<file path="config.mk">
export PLATFORM = sky130hd
export DESIGN_NAME = pepelatz_ram_arbiter
export DESIGN_NICKNAME = d
export VERILOG_FILES = /design/src/rtl/pepelatz_pkg.sv /design/src/rtl/pepelatz_rr_pick.sv /design/src/rtl/pepelatz_ram_arbiter.sv
export SDC_FILE = /design/constraint.sdc
export NUM_CORES = 1
export LEC_CHECK = 0
export CAP_MARGIN = 0
export CORE_MARGIN = 2
export CORE_UTILIZATION = 44
export DETAILED_ROUTE_END_ITERATION = 8
export PLACE_DENSITY = 0.89
export SYNTH_ARGS = -nofsm -noshare
export SYNTH_HDL_FRONTEND = slang
export SYNTH_SLANG_ARGS = --single-unit
</file>
<file path="constraint.sdc">
create_clock -name clk -period 3.1 [get_ports clk]
set_clock_uncertainty 0.1 [all_clocks]
set_input_delay 0.62 -clock clk [delete_from_list [all_inputs] [get_ports clk]]
set_output_delay 0.62 -clock clk [all_outputs]
set_load 0.05 [all_outputs]
</file>
<file path="src/rtl/pepelatz_pkg.sv">
// Shared encodings and default widths for the Pepelatz RAM arbiter slice.
package pepelatz_pkg;

   localparam int DEF_ADDR_W = 16;
   localparam int DEF_DATA_W = 16;
   localparam int DEF_TIMEOUT_CYCLES = 255;

   localparam logic [1:0] ST_IDLE = 2'd0;
   localparam logic [1:0] ST_WAIT = 2'd1;
   localparam logic [1:0] ST_DONE = 2'd2;

   localparam logic OWN_CORE = 1'b0;
   localparam logic OWN_AUX  = 1'b1;

endpackage

</file>
<file path="src/rtl/pepelatz_rr_pick.sv">
// Combinational 2-way round-robin chooser; req[0]=core, req[1]=aux.
module pepelatz_rr_pick
   import pepelatz_pkg::*;
(
   input  logic [1:0] req,
   input  logic       last_owner,
   output logic       grant_valid,
   output logic       owner
);

   assign grant_valid = |req;

   always_comb begin
      owner = OWN_CORE;
      if (req == 2'b11)
         owner = ~last_owner;
      else if (req[1])
         owner = OWN_AUX;
   end

endmodule

</file>
<file path="src/rtl/pepelatz_ram_arbiter.sv">
// Two-master arbiter for the single Pepelatz RAM port, one transaction in flight.
// Optional WAIT timeout enabled by defining PEPELATZ_RAM_TIMEOUT_EN.
module pepelatz_ram_arbiter
   import pepelatz_pkg::*;
#(
   parameter int ADDR_W         = DEF_ADDR_W,
   parameter int DATA_W         = DEF_DATA_W,
   parameter int TIMEOUT_CYCLES = DEF_TIMEOUT_CYCLES
) (
   input  logic              clk,
   input  logic              rst,
   input  logic              core_req,
   input  logic              core_we,
   input  logic [ADDR_W-1:0] core_addr,
   input  logic [DATA_W-1:0] core_wdata,
   output logic              core_ack,
   output logic [DATA_W-1:0] core_rdata,
   input  logic              aux_req,
   input  logic              aux_we,
   input  logic [ADDR_W-1:0] aux_addr,
   input  logic [DATA_W-1:0] aux_wdata,
   output logic              aux_ack,
   output logic [DATA_W-1:0] aux_rdata,
   output logic              ram_write,
   output logic [ADDR_W-1:0] ram_adress,
   output logic [DATA_W-1:0] ram_input,
   input  logic [DATA_W-1:0] ram_data,
   input  logic              ram_ready,
   output logic              busy,
   output logic              err
);

   logic [1:0] state;
   logic       last_owner;
   logic       owner;
   logic       grant_valid;
   logic       pick_owner;

   pepelatz_rr_pick u_pick (
      .req         ({aux_req, core_req}),
      .last_owner  (last_owner),
      .grant_valid (grant_valid),
      .owner       (pick_owner)
   );

   assign busy = (state != ST_IDLE);

`ifdef PEPELATZ_RAM_TIMEOUT_EN
   localparam logic [7:0] TO_LIM = 8'(TIMEOUT_CYCLES);
   logic [7:0] to_cnt;
`else
   assign err = 1'b0;
`endif

   always_ff @(posedge clk) begin
      if (rst) begin
         state      <= ST_IDLE;
         last_owner <= OWN_AUX;
         owner      <= OWN_CORE;
         ram_write  <= 1'b0;
         ram_adress <= '0;
         ram_input  <= '0;
         core_ack   <= 1'b0;
         aux_ack    <= 1'b0;
         core_rdata <= '0;
         aux_rdata  <= '0;
`ifdef PEPELATZ_RAM_TIMEOUT_EN
         err        <= 1'b0;
         to_cnt     <= '0;
`endif
      end else begin
         // acks/err are registered on the WAIT->DONE edge so they cover DONE only
         core_ack <= 1'b0;
         aux_ack  <= 1'b0;
`ifdef PEPELATZ_RAM_TIMEOUT_EN
         err      <= 1'b0;
`endif
         case (state)
            ST_IDLE: begin
               if (grant_valid) begin
                  owner      <= pick_owner;
                  ram_write  <= (pick_owner == OWN_AUX) ? aux_we    : core_we;
                  ram_adress <= (pick_owner == OWN_AUX) ? aux_addr  : core_addr;
                  ram_input  <= (pick_owner == OWN_AUX) ? aux_wdata : core_wdata;
`ifdef PEPELATZ_RAM_TIMEOUT_EN
                  to_cnt     <= '0;
`endif
                  state      <= ST_WAIT;
               end
            end
            ST_WAIT: begin
               if (ram_ready) begin
                  ram_write <= 1'b0;
                  if (owner == OWN_AUX) begin
                     aux_ack   <= 1'b1;
                     aux_rdata <= ram_write ? '0 : ram_data;
                  end else begin
                     core_ack   <= 1'b1;
                     core_rdata <= ram_write ? '0 : ram_data;
                  end
                  state <= ST_DONE;
               end
`ifdef PEPELATZ_RAM_TIMEOUT_EN
               else if (to_cnt == TO_LIM - 8'd1) begin
                  ram_write <= 1'b0;
                  err       <= 1'b1;
                  if (owner == OWN_AUX) begin
                     aux_ack   <= 1'b1;
                     aux_rdata <= '1;
                  end else begin
                     core_ack   <= 1'b1;
                     core_rdata <= '1;
                  end
                  state <= ST_DONE;
               end else begin
                  to_cnt <= to_cnt + 8'd1;
               end
`endif
            end
            ST_DONE: begin
               last_owner <= owner;
               state      <= ST_IDLE;
            end
            default: state <= ST_IDLE;
         endcase
      end
   end

endmodule

</file>
## After elaboration in Yosys (flattened, before gate mapping)

Index checks and enable logic that the tools add are counted.

| word-level totals | value |
|---|---|
| output and inout bits | 69 |
| bits of input ports | 87 |
| logic and storage cells | 43 |
| register bits after elaboration | 71 |

| cells by class | value |
|---|---|
| equal/unequal tests | 5 |
| bitwise operators | 4 |
| reductions and logical operators | 10 |
| mux-type cells | 14 |

Operator list:

| cell | number |
|---|---|
| $mux W16 | 3 |
| $reduce_and A3 Y1 | 3 |
| $mux W1 | 7 |
| $eq A2 B2 Y1 const B | 2 |
| $mux W2 | 2 |
| $ne A2 B2 Y1 const B | 2 |
| $not A1 Y1 | 4 |
| $pmux W2 S2 | 1 |
| $reduce_and A2 Y1 | 2 |
| $reduce_bool A2 Y1 | 2 |
| $reduce_or A3 Y1 | 1 |
| $eq A2 B1 Y1 const B | 1 |
| $logic_not A2 Y1 | 1 |
| $pmux W1 S2 | 1 |
| $reduce_or A2 Y1 | 1 |

## Depth between registers and ports, before layout

Gate-level depths: netlist of the first run.

| depth | value |
|---|---|
| word-level depth | 5 |
| gate-level depth with buffers | 6 |
| mapped depth without buffers | 4 |

## By module

Synthesis of the first run repeated with hierarchy kept, for this count alone.

| unflattened totals | value |
|---|---|
| cell total of the unflattened synthesis | 333 |
| area, all modules | 2954.1 sq um |

By module, submodules not included:

| module | area each (sq um) | instances | seq. area each (sq um) | cells an instance |
|---|---|---|---|---|
| pepelatz_ram_arbiter | 2940.3 | 1 | 1421.4 | 331 |
| pepelatz_rr_pick | 13.8 | 1 | 0.0 | 2 |

## Worst setup path after synthesis of the first run

No wires, ideal clock.

| timing | value |
|---|---|
| path kind | input-to-reg |
| start point | in aux_req |
| end point | reg ram_adress[0] |
| setup time | 0.147 ns |
| setup slack | 1.505 ns |
| data required time | 2.853 ns |
| stages on the path | 5 |
| buffers on the path | 2 |
| arrival time | 1.348 ns |
| cell sequence | or2_1 buf_4 buf_4 a21oi_1 a311oi_2 |

| on the way | value |
|---|---|
| word-level cells in the longest chain between the ends | 3 |
| elaborated cells on any way between the ends | 6 |
| classes of those cells | eq/ne (1); mux (3); reduce/logical (2) |

RTL lines:

| what | line | text |
|---|---|---|
| from (decl) | pepelatz_ram_arbiter.sv:18 | `input logic aux_req,` |
| $eq A2 B2 Y1 / $mux W1 (equally long branches) | pepelatz_rr_pick.sv:15, pepelatz_rr_pick.sv:17 |  |
| $mux W1 | pepelatz_rr_pick.sv:15 | `if (req == 2'b11)` |
| $mux W16 | pepelatz_ram_arbiter.sv:83 | `ram_adress <= (pick_owner == OWN_AUX) ? aux_addr : core_addr;` |
| to (signal assigned) | pepelatz_ram_arbiter.sv:83 |  |
| to (decl) | pepelatz_ram_arbiter.sv:25 | `output logic [ADDR_W-1:0] ram_adress,` |

Several ways; a longest one is shown, not always the timed one.
A chain may end at the register's enable or synchronous reset.

## Final worst setup path of the first run

| timing | value |
|---|---|
| start point | reg state[0] |
| end point | out busy |

| on the way | value |
|---|---|
| word-level cells in the longest chain between the ends | 1 |

RTL lines:

| what | line | text |
|---|---|---|
| from (decl) | pepelatz_ram_arbiter.sv:33 | `logic [1:0] state;` |
| from (signal assigned) | pepelatz_ram_arbiter.sv:57 | `state <= ST_IDLE;` |
| from (signal assigned) | pepelatz_ram_arbiter.sv:88 | `state <= ST_WAIT;` |
| from (signal assigned) | pepelatz_ram_arbiter.sv:101 | `state <= ST_DONE;` |
| $reduce_bool A2 Y1 | pepelatz_ram_arbiter.sv:46 | `assign busy = (state != ST_IDLE);` |
| to (decl) | pepelatz_ram_arbiter.sv:29 | `output logic busy,` |

Every way passes these cells.

==> results of run 1 <==
## flip-flops by register name (all words and copies together) (netlist names)
name        count
aux_ack         1
core_ack        1
aux_rdata      16
ram_input      16
owner           1
ram_write       1
state           2
last_owner      1
core_rdata     16
ram_adress     16
## cell type report
class | instances | area [um^2] | area share, %
Multi-Input combinational cell | 268 | 1590 | 32.32
Clock inverter | 2 | 15.01 | 0.3052
Clock buffer | 13 | 168.9 | 3.433
Sequential cell | 71 | 1421 | 28.89
Inverter | 1 | 3.754 | 0.07630
Tap cell | 99 | 123.9 | 2.518
Timing Repair Buffer | 162 | 1597 | 32.45
## worst max path at each step
stage | depth (start not counted) | to | startpoint
2_1_floorplan | 5 | ram_adress[0] | aux_req
3_3_place_gp | 4 | ram_adress[4] | core_req
3_5_place_dp | 4 | ram_adress[4] | core_req
4_1_cts | 3 | busy | state[0]
5_1_grt | 3 | busy | state[1]
6_report | 3 | busy | state[0]
## worst min-delay path, stage by stage, from the launching register on
cell     delay (ns)
dfxtp_1        0.31
nand2_1        0.05
a21oi_1        0.05
## routing by layer
metal  global-route usage, %  vias up
met2                   37.66      155
met3                   7.712       12
met1                   26.12     1451
met4                   7.179        0
met5                       0        -
li1                        -     1552
## logic make-up (layout without fill, tap and decap cells)
group                  count (synthesis)  after routing
AND/OR/NAND/NOR                      163            163
AO/OA/AOI/OAI                        104            104
flip-flops                            71             71
buffers and inverters                 36            178
other                                  1              1
## through the flow
step	cells	setup WS, ns	hold slack [ns]	power (W)	util (%)
floorplan	375	1.505	0.4040	0.001527	-
global placement	601	0.7970	0.3427	0.001780	65.64
detailed placement	601	0.7382	0.3489	0.001793	65.64
CTS	616	0.5354	0.3588	0.002469	68.19
global route	616	0.4846	0.3742	0.002547	68.19
finish	616	0.5562	0.3579	0.002452	68.19
## cells in the final DEF, fill, tap and decap left out, drive strengths merged
cell             n
a211o            1
a21bo            1
a21boi           1
a21oi           66
a22oi            1
a311oi          33
and2b            4
and4b            1
and4bb           1
buf              9
clkbuf          13
clkdlybuf4s50  153
clkinvlp         2
conb             1
dfxtp           71
inv              1
nand2          131
nand3b           1
nand4b           1
nand4bb          1
nor2             7
nor2b           14
nor3b            1
o21ai            1
or2              1
## power breakdown
| part | switching, W | internal, W | total, W |
|---|---|---|---|
| Clock | 0.000326 | 0.000352 | 0.000679 |
| Sequential | 0.0000415 | 0.000977 | 0.00102 |
| Combinational | 0.000453 | 0.000302 | 0.000755 |
| Total | 0.000821 | 0.00163 | 0.00245 |
==> run_results.csv, run 1 <==
group,metric,value,unit
logic_synthesis,synth_edf_count,0,
setup_path,path_cells,"nor2_4 -> inv_2 -> clkdlybuf4s50_1",
global_route,grt_use_total,22.14,%
place,gp_congestion,0.8203,
floorplanning,die_h,90.12,um
floorplanning,pin_count,156,
worst_hold_path,hold_depth,2,
place,hpwl,6452,um
setup_path,start_kind,"flop",
logic_synthesis,synth.avg_cell_area,8.702,um^2
power_and_ir_drop,power_density,498.4,nW/um^2
drt,num_vias,3170,
setup_path,crit_buf_inv,2,
sta,rsz0062_at_grt,"no",
drt,drt.antenna.violating_nets,0,
worst_hold_path,hold_path_class,"flop to flop",
drt,via_per_inst,5.146,
sta,setup_viol,0,
sta,worst-slew-pin-transition,0.6465,ns
logic_synthesis,synthArstFlopShare,0,%
clock_network,clk_latency,0.33,ns
cells_and_area,num_antenna_cells,0,
worst_hold_path,holdPathEnd,"aux_rdata[10]",
logic_synthesis,muxShareOfSynthArea,0,%
clock_network,cts.sinks,71,
cells_and_area,nNetsFinal,600,
setup_path,worstRegToRegCells,3,
clock_network,cts_hold_buf,0,
global_route,antenna_found_initial,0,
clock_network,ctsRootBufferMaster,"clkbuf_8",
drt,wl_per_cell,14.83,um
clock_network,htree_num_levels,3,
outcome,status,"complete, no violations",
setup_path,r2r_start,"state[0]",
floorplanning,start_util,45.23,%
sta,post-route-period-util,82.06,%
logic_synthesis,syn_inst,375,
drt,dr.pass1.iters,4,
logic_synthesis,synth.most_common_cell,"nand2_1",
sta,hold_viol_final,0,
logic_synthesis,synth.top_cell.area_share,43.56,%
floorplanning,dieArea,8121,um^2
logic_synthesis,synth_seq_cells,71,
logic_synthesis,yosysTopAreaCell,"dfxtp_1",
logic_synthesis,synth.area.top_cells,"dfxtp_1, nand2_1, a311oi_2, a21oi_1, buf_6",
cells_and_area,syn_to_final_growth,50.77,%
setup_path,setup.worst_path.end_class,"primary output",
flow_run,cap_viol_max_count,0,
clock_network,clk_pin_slew,0.07,ns
floorplanning,core_area,7214,um^2
logic_synthesis,synth-xor-area-share,0,%
clock_network,clockBufferDepth,2,
setup_path,crit_type,"flop to primary output",
logic_synthesis,ys_warn_count,0,
setup_path,path_delay_family,"buffers and inverters",
drt,routed_wl,9137,um
cells_and_area,drive_gt1_share,11.22,%
power_and_ir_drop,ir_drop,0.3082,mV
clock_network,postCtsSetupBuffers,0,
logic_synthesis,synth_common_cells,"nand2_1, dfxtp_1, a21oi_1, a311oi_2, nor2b_1",
worst_hold_path,min_from,"aux_rdata[10]",
place,placed_area,4736,um^2
drt,dr_wl_met3,863,um
logic_synthesis,syn-cell-area,3263,um^2
global_route,grt_pass1_vias,3136,
cells_and_area,num-fill-cells,572,
sta,maxSlewHeadroom,56.90,%
logic_synthesis,synth_compound_area_share,26.27,%
logic_synthesis,yosys.cell_types.count,28,
setup_path,worstPathArrival,1.82,ns
drt,routed-wl-met2,4451,um
global_route,grt-ovfl-total,0,
sta,period_needed,2.544,ns
sta,tns,0,ns
logic_synthesis,synth-main-ff-cell,"dfxtp_1",
clock_network,cts_tree,"built",
drt,drc,0,
power_and_ir_drop,leakagePower,1.753,nW
sta,slew_violations,0,
place,portBuffers,154,
setup_path,crit_required,2.38,ns
global_route,grt_pass1_wl,14720,um
floorplanning,die-width,90.12,um
setup_path,path_max_fanout,8,
drt,drt_iter0_drc,125,
setup_path,rrSetupSlack,1.49,ns
setup_path,r2r-end,"aux_rdata[12]",
logic_synthesis,yosys.area_share.simple,22.35,%
logic_synthesis,synth_seq_area_share,43.56,%
floorplanning,num_rows,31,
clock_network,post_cts_resized,0,
setup_path,worst_path_largest_cell_delay,0.82,ns
drt,routed.top_layer,"met4",
logic_synthesis,synth_top_family_by_area,"compound AO/OA/AOI/OAI gates",
logic_synthesis,syn-num-nets,462,
cells_and_area,final_area,4920,um^2
drt,wl_met1,3712,um
clock_network,cts_buffers,9,
logic_synthesis,synth_adder_area_share,0,%
global_route,grt_max_degree,36,
setup_path,cpMaxStageDelayCell,"clkdlybuf4s50_1",
sta,fmax,393.1,MHz
(Power assumes the default switching activity.)
==> run 2, diff against run 1 <==
- CORE_UTILIZATION: 44 -> 41
- PLACE_DENSITY: 0.89 -> 0.84
- clock period: 3.1 -> 2.6 ns (I/O delays scaled with it)
==> run 2 against run 1 <==
  * Combinational power grew 20%
  * First-iteration DRC count shrank 30%
  * Clock power is 71% higher
  * Critical path type unchanged
  * Final area increased by 2.4%
==> run_results.csv, run 2 (synthesis results as in run 1) <==
group,metric,value,unit
sta,worst-slew-pin-transition,0.6739,ns
sta,post-route-period-util,82.66,%
place,placed_area,4767,um^2
place,gp_congestion,0.7969,
drt,num_vias,3246,
power_and_ir_drop,p_int,0.002265,W
setup_path,cpMaxStageDelayCell,"clkdlybuf4s50_1",
drt,drt_iter0_drc,87,
setup_path,path_cells,"clkdlybuf4s50_1",
worst_hold_path,hold_path_class,"flop to flop",
sta,slew_violations,0,
setup_path,r2r-end,"ram_input[14]",
cells_and_area,final_common_cell,"clkdlybuf4s50_1",
setup_path,rrSetupSlack,0.98,ns
drt,drt.antenna.violating_nets,0,
setup_path,path_max_fanout,2,
power_and_ir_drop,power_density,650.9,nW/um^2
global_route,antenna_found_initial,0,
cells_and_area,nNetsFinal,601,
drt,via_per_inst,5.227,
place,portBuffers,154,
worst_hold_path,holdPathEnd,"core_rdata[5]",
setup_path,worstRegToRegCells,4,
worst_hold_path,hold_depth,2,
global_route,grt-ovfl-total,0,
clock_network,cts_hold_buf,0,
power_and_ir_drop,combPwrFrac,27.6,%
sta,period_needed,2.149,ns
drt,dr.pass1.iters,4,
clock_network,clockBufferDepth,2,
power_and_ir_drop,ir_drop,0.3075,mV
clock_network,ctsRootBufferMaster,"clkbuf_8",
power_and_ir_drop,p_switching,0.001013,W
setup_path,worst_path_largest_cell_delay,0.82,ns
clock_network,cts_buffers,9,
setup_path,crit_buf_inv,1,
floorplanning,die_h,93.21,um
drt,routed_wl,9342,um
setup_path,crit_required,1.98,ns
outcome,status,"complete, no violations",
drt,wl_per_cell,15.04,um
cells_and_area,utilization,65.17,%
place,hpwl,6535,um
flow_run,cap_viol_max_count,0,
cells_and_area,final_area,5036,um^2
global_route,grt_pass1_wl,15230,um
drt,drc,0,
floorplanning,core_area,7727,um^2
power_and_ir_drop,netSwitchingFraction,30.91,%
sta,timing.hold.ws,0.3561,ns
floorplanning,die-width,93.21,um
power_and_ir_drop,clkPwrFrac,35.4,%
cells_and_area,num_antenna_cells,0,
setup_path,worstPathArrival,1.53,ns
global_route,grt_pass1_vias,3250,
sta,fmax,465.3,MHz
cells_and_area,drive_gt1_share,12.14,%
cells_and_area,syn_to_final_growth,54.33,%
setup_path,start_kind,"flop",
setup_path,setup.worst_path.end_class,"primary output",
global_route,grt_use_total,21.90,%
floorplanning,pin_count,156,
sta,rsz0062_at_grt,"no",
power_and_ir_drop,leakagePower,1.814,nW
power_and_ir_drop,p_seq_share,37.0,%
clock_network,clk_pin_slew,0.08,ns
setup_path,r2r_start,"state[0]",
floorplanning,dieArea,8688,um^2
clock_network,post_cts_resized,0,
clock_network,cts_tree,"built",
setup_path,path_delay_family,"buffers and inverters",
floorplanning,num_rows,32,
worst_hold_path,min_from,"core_rdata[5]",
sta,setup_viol,0,
sta,tns,0,ns
floorplanning,start_util,42.23,%
cells_and_area,final_cell_mix,"clkdlybuf4s50_1, nand2_1, dfxtp_1",
clock_network,htree_num_levels,3,
setup_path,crit_type,"flop to primary output",
sta,maxSlewHeadroom,55.08,%
clock_network,clk_latency,0.33,ns
clock_network,cts.sinks,71,
sta,hold_viol_final,0,
clock_network,postCtsSetupBuffers,0,
global_route,grt_max_degree,40,
## run 2: area by class of cell
type	count	area, um^2
multi-input cells	268	1590
well taps	102	127.6
inverters	1	3.754
repair buffers	163	1624
clock inverters	7	145.1
fillers	607	2691
flip-flops and latches	71	1421
clock buffers	9	123.9
## run 2: stage by stage
step	setup slack, ns	cells	power (W)
2_1_floorplan	1.030	375	0.001821
3_3_place_gp	0.3974	605	0.002130
3_5_place_dp	0.3180	605	0.002143
4_1_cts	0.4361	621	0.003301
5_1_grt	0.3914	621	0.003418
6_report	0.4507	621	0.003278
## run 2: worst max path at each step
stage	start	endpoint	slack [ns]	cells after the start
after CTS	ram_input[0]	ram_input[0]	0.44	1
after detailed placement	core_req	ram_input[14]	0.32	4
after global routing	ram_input[0]	ram_input[0]	0.39	1
final	aux_rdata[14]	aux_rdata[14]	0.45	1
after global placement	core_req	ram_adress[8]	0.40	4
after floorplan	ram_write	core_rdata[7]	1.03	4
## run 2: power groups by stage
stage | combinational (W) | clock, W | sequential (W)
3_5_place_dp | 0.000907 | 0 | 0.00124
3_3_place_gp | 0.000893 | 0 | 0.00124
6_report | 0.000905 | 0.00116 | 0.00121
5_1_grt | 0.000960 | 0.00123 | 0.00122
4_1_cts | 0.000910 | 0.00118 | 0.00121
2_1_floorplan | 0.000338 | 0 | 0.00148
## run 2: routing by layer
| layer | vias to the layer above | GRT usage, % | part of all wire (%) |
|---|---|---|---|
| li1 | 1559 | - | - |
| met1 | 1512 | 25.69 | 40 |
| met2 | 156 | 36.05 | 48 |
| met3 | 19 | 7.897 | 9.5 |
| met4 | 0 | 9.436 | 2.6 |
| met5 | - | 0 | 0 |
==> run 3, diff against run 2 <==
- clock period: 2.6 -> 2 ns (I/O delays scaled with it)
==> run 3 against run 2 <==
  * Non-clock buffer count increased by 5
  * First-iteration DRC count increased by 18%
  * Routed wire length up 0.34%
  * Register-to-register slack lost 0.61 ns
  * Utilization increased by 1.6 points
  * Final area rose by 2.5%
  * Critical endpoint is now core_rdata[7]
  * Largest power group is now clock
==> run_results.csv, run 3 (synthesis results as in run 1) <==
group,metric,value,unit
setup_path,worstPathArrival,1.47,ns
drt,drt_iter0_drc,103,
power_and_ir_drop,leakagePower,2.409,nW
place,hpwl,6652,um
floorplanning,die-width,93.21,um
clock_network,clk_pin_slew,0.07,ns
setup_path,worst_path_largest_cell_delay,0.80,ns
setup_path,setup.worst_path.end_class,"primary output",
outcome,status,"complete, no violations",
drt,num_vias,3227,
setup_path,start_kind,"flop",
drt,drt.antenna.violating_nets,0,
clock_network,ctsRootBufferMaster,"clkbuf_8",
sta,period_needed,1.966,ns
cells_and_area,final_common_cell,"nand2_1",
clock_network,clockBufferDepth,2,
floorplanning,num_rows,32,
global_route,grt_pass1_vias,3211,
clock_network,post_cts_resized,22,
floorplanning,pin_count,156,
sta,tns,0,ns
setup_path,cpMaxStageDelayCell,"clkdlybuf4s50_1",
power_and_ir_drop,ir_drop,0.4482,mV
floorplanning,start_util,42.23,%
sta,hold_viol_final,0,
setup_path,crit_type,"flop to primary output",
sta,rsz0062_at_grt,"no",
flow_run,cap_viol_max_count,0,
cells_and_area,num-fill-cells,589,
setup_path,path_max_fanout,2,
clock_network,cts_buffers,9,
power_and_ir_drop,fin_total_pwr,0.004393,W
drt,drc,0,
drt,routed_wl,9374,um
drt,via_per_inst,5.155,
place,pre_cts_ws,0.06675,ns
setup_path,crit_buf_inv,1,
setup_path,rrSetupSlack,0.37,ns
sta,post-route-period-util,98.28,%
cells_and_area,drive_gt1_share,16.22,%
global_route,grt_pass1_wl,14780,um
cells_and_area,nNetsFinal,606,
clock_network,cts.sinks,71,
global_route,grt_use_total,21.62,%
clock_network,cts_tree,"built",
setup_path,path_delay_family,"buffers and inverters",
setup_path,crit_required,1.50,ns
global_route,grt_max_degree,35,
drt,dr.pass1.iters,5,
power_and_ir_drop,power_density,851.0,nW/um^2
floorplanning,dieArea,8688,um^2
sta,fmax,508.8,MHz
cells_and_area,final_cell_mix,"nand2_1, clkdlybuf4s50_1, dfxtp_1",
clock_network,htree_num_levels,3,
clock_network,cts_hold_buf,0,
floorplanning,die_h,93.21,um
sta,worst-slew-pin-transition,0.6611,ns
clock_network,postCtsSetupBuffers,0,
sta,setup_viol,0,
drt,wl_per_cell,14.97,um
sta,maxSlewHeadroom,55.87,%
clock_network,clk_latency,0.34,ns
cells_and_area,utilization,66.81,%
cells_and_area,num_antenna_cells,0,
floorplanning,core_area,7727,um^2
sta,slew_violations,0,
setup_path,path_cells,"clkdlybuf4s50_1",
worst_hold_path,hold_path_class,"flop to flop",
global_route,antenna_found_initial,0,
global_route,grt-ovfl-total,0,
place,portBuffers,154,
sta,final.setup.worst_slack,0.03447,ns
place,gp_congestion,0.7932,
cells_and_area,syn_to_final_growth,58.21,%
-- run 3: cell types whose count changed in the layout (fill, tap and decap cells not counted), moves of 2 or more --
cell | previous run | this run
clkdlybuf4s50_1 | 151 | 88
dlymetal6s2s_1 | 0 | 24
dlygate4sd2_1 | 0 | 22
buf_4 | 9 | 25
buf_12 | 2 | 8
clkinv_4 | 2 | 0
-- run 3: cell type report --
type                    count  area [um^2]  share of cell area (%)
repair buffers            168         1727                   33.45
multi-input cells         268         1590                   30.80
flip-flops and latches     71         1421                   27.53
clock inverters             6        155.1                   3.005
clock buffers              10        137.6                   2.666
well taps                 102        127.6                   2.472
inverters                   1        3.754                 0.07271
-- run 3: worst paths after layout --
check / from / to / depth (start not counted)
setup / recovery: core_rdata[7] / core_rdata[7] / 1
hold / removal: aux_rdata[9] / aux_rdata[9] / 2
setup reg to reg: state[0] / ram_adress[7] / 4
hold reg to reg: aux_rdata[9] / aux_rdata[9] / 2
-- run 3: metrics by stage --
| stage | hold slack [ns] | std cells | instance area, um^2 |
|---|---|---|---|
| floorplan | 0.4040 | 375 | 3263 |
| global placement | 0.3423 | 610 | 4837 |
| detailed placement | 0.3480 | 610 | 4837 |
| CTS | 0.3577 | 626 | 5102 |
| global route | 0.3631 | 626 | 5162 |
| finish | 0.3497 | 626 | 5162 |
-- run 3: worst register-to-register path, cell delays in order (launching register included) --
cell      delay (ns)
dfxtp_1         0.40
nor2_4          0.30
buf_4           0.34
a21oi_1         0.13
a311oi_2        0.26
-- run 3: power breakdown --
group / total [W] / switching [W] / internal [W] / leakage [nW]
Combinational: 0.00117 / 0.000699 / 0.000467 / 1.68
Sequential: 0.00159 / 0.0000715 / 0.00151 / 0.582
Clock: 0.00164 / 0.000528 / 0.00111 / 0.146
-- run 3: layer usage --
metal / part of all wire [%] / vias to the layer above / track usage (%) / wire length [um]
met2: 48 / 166 / 37.98 / 4545
met3: 10 / 14 / 8.219 / 963
met1: 40 / 1475 / 23.75 / 3718
li1: - / 1572 / - / -
met4: 1.6 / 0 / 7.721 / 147
met5: 0 / - / 0 / 0
